<file path="src/rtl/hazard_scoreboard.sv">
// hazard_scoreboard
//   Tracks the destination tags of the instructions in EX, MEM and WB. It stalls decode on a
//   load-use hazard and picks the forwarding source for each decode operand.
//
//   Optional feature: define SCOREBOARD_WB_BYPASS_EN to keep the WB slot and forward from it
//   (code 11). When the macro is undefined, the regfile write-through covers WB. The WB slot is
//   then dropped and code 11 is never produced.
//
// Ports
//   clk                      : single clock, rising edge
//   reset                    : asynchronous active-low reset
//   issue_valid/rd/is_load   : decode instruction moving into EX
//   dec_rs1/rs2, dec_use_*   : decode source registers and whether each one is read
//   flush                    : kill the decode instruction
//   stall                    : decode must hold (combinational)
//   fwd_rs1/fwd_rs2          : 00 regfile, 01 EX, 10 MEM, 11 WB (combinational)
//   stall_count              : saturating count of stall cycles since reset
module hazard_scoreboard (
    input  logic        clk,
    input  logic        reset,
    input  logic        issue_valid,
    input  logic [4:0]  issue_rd,
    input  logic        issue_is_load,
    input  logic [4:0]  dec_rs1,
    input  logic [4:0]  dec_rs2,
    input  logic        dec_use_rs1,
    input  logic        dec_use_rs2,
    input  logic        flush,
    output logic        stall,
    output logic [1:0]  fwd_rs1,
    output logic [1:0]  fwd_rs2,
    output logic [15:0] stall_count
);

    logic        ex_valid_q, ex_valid_d;
    logic [4:0]  ex_rd_q, ex_rd_d;
    logic        ex_load_q, ex_load_d;
    logic        mem_valid_q;
    logic [4:0]  mem_rd_q;
    logic        mem_load_q;
    logic [15:0] stall_count_q, stall_count_d;

    logic ex_hit_rs1, ex_hit_rs2;
    logic mem_hit_rs1, mem_hit_rs2;
    logic wb_hit_rs1, wb_hit_rs2;

    // x0 never matches, so writes to x0 are harmless even though the slot is valid.
    function automatic logic slot_match(input logic       valid,
                                        input logic [4:0] rd,
                                        input logic [4:0] rs,
                                        input logic       use_src);
        return valid && (rd == rs) && (rs != 5'd0) && use_src;
    endfunction

    // Youngest producer wins. A load in EX has no data yet, so it is never a source.
    function automatic logic [1:0] fwd_select(input logic ex_hit,
                                              input logic ex_load,
                                              input logic mem_hit,
                                              input logic wb_hit);
        if (ex_hit && !ex_load) return 2'b01;
        if (mem_hit)            return 2'b10;
        if (wb_hit)             return 2'b11;
        return 2'b00;
    endfunction

    assign ex_hit_rs1  = slot_match(ex_valid_q, ex_rd_q, dec_rs1, dec_use_rs1);
    assign ex_hit_rs2  = slot_match(ex_valid_q, ex_rd_q, dec_rs2, dec_use_rs2);
    assign mem_hit_rs1 = slot_match(mem_valid_q, mem_rd_q, dec_rs1, dec_use_rs1);
    assign mem_hit_rs2 = slot_match(mem_valid_q, mem_rd_q, dec_rs2, dec_use_rs2);

`ifdef SCOREBOARD_WB_BYPASS_EN
    logic        wb_valid_q;
    logic [4:0]  wb_rd_q;
    logic        wb_load_q;

    always_ff @(posedge clk or negedge reset) begin
        if (!reset) begin
            wb_valid_q <= 1'b0;
            wb_rd_q    <= 5'd0;
            wb_load_q  <= 1'b0;
        end else begin
            wb_valid_q <= mem_valid_q;
            wb_rd_q    <= mem_rd_q;
            wb_load_q  <= mem_load_q;
        end
    end

    assign wb_hit_rs1 = slot_match(wb_valid_q, wb_rd_q, dec_rs1, dec_use_rs1);
    assign wb_hit_rs2 = slot_match(wb_valid_q, wb_rd_q, dec_rs2, dec_use_rs2);

    // The load flag only matters in EX. Later copies are kept for tracing only.
    logic unused_load;
    assign unused_load = wb_load_q;
`else
    assign wb_hit_rs1 = 1'b0;
    assign wb_hit_rs2 = 1'b0;

    logic unused_load;
    assign unused_load = mem_load_q;
`endif

    always_comb begin
        stall         = 1'b0;
        fwd_rs1       = 2'b00;
        fwd_rs2       = 2'b00;
        ex_valid_d    = 1'b0;
        ex_rd_d       = ex_rd_q;
        ex_load_d     = 1'b0;
        stall_count_d = stall_count_q;

        // A flushed instruction is discarded, so it never needs to be held.
        stall = (ex_hit_rs1 || ex_hit_rs2) && ex_load_q && !flush;

        if (!stall) begin
            fwd_rs1 = fwd_select(ex_hit_rs1, ex_load_q, mem_hit_rs1, wb_hit_rs1);
            fwd_rs2 = fwd_select(ex_hit_rs2, ex_load_q, mem_hit_rs2, wb_hit_rs2);
        end

        if (issue_valid && !stall && !flush) begin
            ex_valid_d = 1'b1;
            ex_rd_d    = issue_rd;
            ex_load_d  = issue_is_load;
        end

        if (stall && (stall_count_q != 16'hFFFF)) begin
            stall_count_d = stall_count_q + 16'd1;
        end
    end

    always_ff @(posedge clk or negedge reset) begin
        if (!reset) begin
            ex_valid_q    <= 1'b0;
            ex_rd_q       <= 5'd0;
            ex_load_q     <= 1'b0;
            mem_valid_q   <= 1'b0;
            mem_rd_q      <= 5'd0;
            mem_load_q    <= 1'b0;
            stall_count_q <= 16'd0;
        end else begin
            ex_valid_q    <= ex_valid_d;
            ex_rd_q       <= ex_rd_d;
            ex_load_q     <= ex_load_d;
            mem_valid_q   <= ex_valid_q;
            mem_rd_q      <= ex_rd_q;
            mem_load_q    <= ex_load_q;
            stall_count_q <= stall_count_d;
        end
    end

    assign stall_count = stall_count_q;

endmodule

</file>
<file path="config.mk">
export PLATFORM = sky130hd
export DESIGN_NAME = hazard_scoreboard
export DESIGN_NICKNAME = d
export VERILOG_FILES = /design/src/rtl/hazard_scoreboard.sv
export SDC_FILE = /design/constraint.sdc
export NUM_CORES = 1
export LEC_CHECK = 0
export CORE_MARGIN = 2
export CORE_UTILIZATION = 51
export DETAILED_ROUTE_END_ITERATION = 6
export PLACE_DENSITY = 0.84
export SYNTH_ARGS = -nofsm -noshare
export SYNTH_HDL_FRONTEND = slang
export SYNTH_SLANG_ARGS = --single-unit
</file>
<file path="constraint.sdc">
create_clock -name clk -period 3.52 [get_ports clk]
set_input_delay 0.352 -clock clk [delete_from_list [all_inputs] [get_ports clk]]
set_output_delay 0.352 -clock clk [all_outputs]
set_load 0.03 [all_outputs]
</file>
==> results.txt <==
- CTS tree: built
- Library cell used as clock root buffer: clkbuf_4
- The final hold violation count came to 0.
- Hold-fix buffer count after cts: 0
- For the pin with the worst max-slew slack, the measured transition is 0.638 ns.
- Sequential elements use between 40% and 50% of the synthesized area.
- In this run the power density over the cells is about 350 nW/um^2.
- Async set or reset register ratio after synthesis: 100%
- Count of mapped cells out of synthesis: between 100 and 150
* Area of the multi-input gates: approximately 800 um^2
* Core Box Area: roughly 2800 um^2
* Detailed-route vias per instance: roughly 5.5
- # nets final: roughly 210
- Static leakage: 0.896 nW
- STA puts the critical path data required time at 3.17 ns.
- The number of clock buffers added by TritonCTS is 5.
* Kind of end point of the critical path: output pin
- Worst skew pair latency: about 0.33 ns
- Counting every sink on the clock net gives 29.
* Total congestion overflow after global routing: 0
- Compared with the post-synthesis result, the final layout area differs by 33.8%.
- Number of design-rule violations left by the first detailed-router iteration: 35
- The die covers 3480 um^2.
- The signal on the critical path passes through clkdlybuf4s50_1 > or4_1 > o21ai_2 > nor3_2 > a21oi_1 > a21oi_1 > nor3_1 > clkdlybuf4s50_1.
- Total number of vias: between 1k and 1.5k
* Leading post-synthesis cells by cell area: dfrtp_1, xor2_1, xnor2_1, mux2_4, nand4_1
- Startpoint types: input pin
- Kind of path behind the tightest hold check: in -> async
* Pins over their slew limit: 0
- Setup repair after global routing left no endpoint under its margin.
* Maximum fanout along the worst path: 5
- The most used flip-flop cell after synthesis is dfrtp_1.
* Outcome: finished, violations left
- The critical path contains buffers and inverters numbering 2 combined.
- The die is a little under 60 um tall.
* Global-route wire length before repair: 5530 um
- The biggest area contributor in the post-synthesis netlist is dfrtp_1.
- The initial antenna violation count is 0.
- The floorplan has 19 rows.
- After clock tree synthesis, the setup repair step added 0 buffers.
* Worst supply voltage drop on vdd: 302 uV
* Maximum number of pins on one net before global-route repair: 30
- Reg area: between 700 and 800 um^2
* Synthesized Nets: 165
* Total non-filler cell area in the finished layout: 2060 um^2
- Clock Pin Slew Worst Setup and Hold Paths: 0.09 ns
- Headroom to the max-slew limit: a little under three fifths
- On the final layout, the worst hold slack is approximately 0.39 ns.
- For this design, the slowest cell found on the critical path is clkdlybuf4s50_1.
* Clock skew after layout: between 0.005 and 0.006 ns
* Share of cells above drive strength 1: approximately 12%
- The critical path in this run is classified as in -> out.
- Die Width: just under 60 um
- In the finished design, the share of the clock period the worst path needs comes to between 90% and 100%.
- Global routing used a little over a fifth of the available tracks.
* Pre-Repair DR Iteration Count: 6
- Largest delay share family, worst path: buffers and inverters
- Htree depth: 2
* Cell area after synthesis: ~1500 um^2
* Area of placed instances: around 2000 um^2
* # resized after CTS: 0
* Fin Setup TNS: 0 ns
- Number of global-route vias before repair: 1191
* Library cells used by synthesis: 31
- The top cell type by area accounts for 47.1% of the synthesized area.
- Setup violations remaining at the end of the flow were counted as 0.
- The congestion estimate from routability-driven global placement came to between 1 and 1.5.
* Final critical path time including I/O delays and setup: around 3.2 ns
- Residual DRC: 2
- The longest clock path from root to sink contains 2 buffers.
* Total of flip-flops plus latches after synthesis: 29
* Ys Warns: 0
- After filler insertion, the fill cell instance count of the layout stands at 200.
- STA puts the critical path data arrival time at approximately 2.8 ns.
- Detailed placement finished with a half-perimeter wire length of roughly 2600 um.
* Number of top-level design ports: between 40 and 50
- Wirelength per Cell: between 15 and 20 um
- The final reports fail on design-rule violations.
* Fmax: between 0.3 and 0.4 GHz
* Maximum Capacitance Violations: 0
- Effective utilization at floorplan: a little over half
- The routed design has roughly 3400 um of wire.
- In this run the mean area of a mapped cell was 10.9 um^2.
- Number of input and output port buffers inserted: 42
- Number of enable flip-flop cells after synthesis: 0
- Delay contributed by the slowest stage of the critical path: 0.72 ns
- Antenna cell count: 0
- Residual antenna-violating net count after detailed routing: 0
## flip-flops by register name, summed over array words and instances, names as in the netlist
register     cells
ex_valid_q       1
ex_rd_q          5
mem_rd_q         5
ex_load_q        1
mem_valid_q      1
stall_count     16
## metal layers
| metal | vias to the layer above | share of wire, % | track usage [%] |
|---|---|---|---|
| li1 | 597 | - | - |
| met1 | 592 | 47 | 30.9 |
| met2 | 32 | 47 | 30.6 |
| met3 | 7 | 4.5 | 5.68 |
| met4 | 0 | 2.1 | 10.7 |
| met5 | - | 0 | 0 |
## synthesized netlist by cell type, types with 4 or more instances
master   number
a21oi_1       4
nand4_1       7
xor2_1       18
xnor2_1      16
nor3_1        7
nand2_1       7
nor2_1       11
dfrtp_1      29
mux2_4        5
inv_1         4
nand3_1       8
nor4_1        4
## cell usage in the layout (no fill, tap or decap)
cell type	netlist	routed
nand2_1	7	7
o21ai_2	1	1
a41oi_1	1	1
inv_2	1	1
o211ai_1	1	1
dfrtp_1	29	29
nand3_1	8	8
and3_1	1	1
nor3_2	2	2
a211o_1	1	1
o2111ai_1	1	1
inv_1	4	4
clkinv_2	0	1
nor2b_1	1	1
nand4_1	7	7
xnor2_1	16	16
or2_4	1	1
mux2_4	5	5
clkbuf_8	0	2
clkbuf_4	0	5
nor2_1	11	11
buf_4	0	1
ha_1	1	1
nor3_1	7	7
or4_1	1	1
o21ai_4	1	1
or4_4	1	1
mux2_2	2	2
nand2b_1	1	1
and4_1	2	2
nor4_1	4	4
xor2_1	18	18
a21oi_1	4	4
clkdlybuf4s50_1	0	42
## stage by stage
stage          power, mW  setup slack (ns)  util (%)  std cells
3_5_place_dp       0.494             0.422      71.1        214
6_report           0.723             0.350      73.6        222
5_1_grt            0.752             0.230      73.6        222
3_3_place_gp       0.490             0.457      71.1        214
2_1_floorplan      0.441              1.18         -        142
4_1_cts            0.726             0.365      73.6        222
## report_power, final
part           leakage (nW)  internal (mW)  total [mW]  switching [mW]
clock                0.0413          0.116       0.236           0.121
sequential            0.375          0.352       0.379          0.0264
combinational         0.480         0.0649       0.108          0.0435
## kinds of logic after synthesis
| logic type | after synthesis | synth area share, % |
|---|---|---|
| flip-flops | 29 | 47.1 |
| buffers and inverters | 7 | 2.19 |
| multiplexers | 7 | 6.33 |
| XOR/XNOR | 34 | 19.3 |
| AND/OR/NAND/NOR | 54 | 19.2 |
| adder cells (fa/ha/maj) | 1 | 0.812 |
| AO/OA/AOI/OAI | 10 | 5.11 |
## final cells by class
cell class,count,area share [%]
clock buffer,7,3.15
clock inverter,1,0.243
inverter,5,0.910
multi-input combinational,106,37.9
sequential,29,35.2
tap,31,1.88
timing repair buffer,43,20.7
## final timing paths
| kind | end | startpoint | cells after the start | slack, ns |
|---|---|---|---|---|
| max | fwd_rs1[1] | dec_rs1[0] | 8 | 0.35 |
| min | stall_count[13] | reset | 2 | 0.39 |
| max reg2reg | stall_count[9] | stall_count[0] | 7 | 1.35 |
| min reg2reg | mem_valid_q | ex_valid_q | 0 | 0.42 |
| max in group asynchronous | ex_rd_q[4] | reset | 2 | 2.87 |
| min in group clk | mem_valid_q | ex_valid_q | 0 | 0.42 |
(Power assumes the default switching activity.)
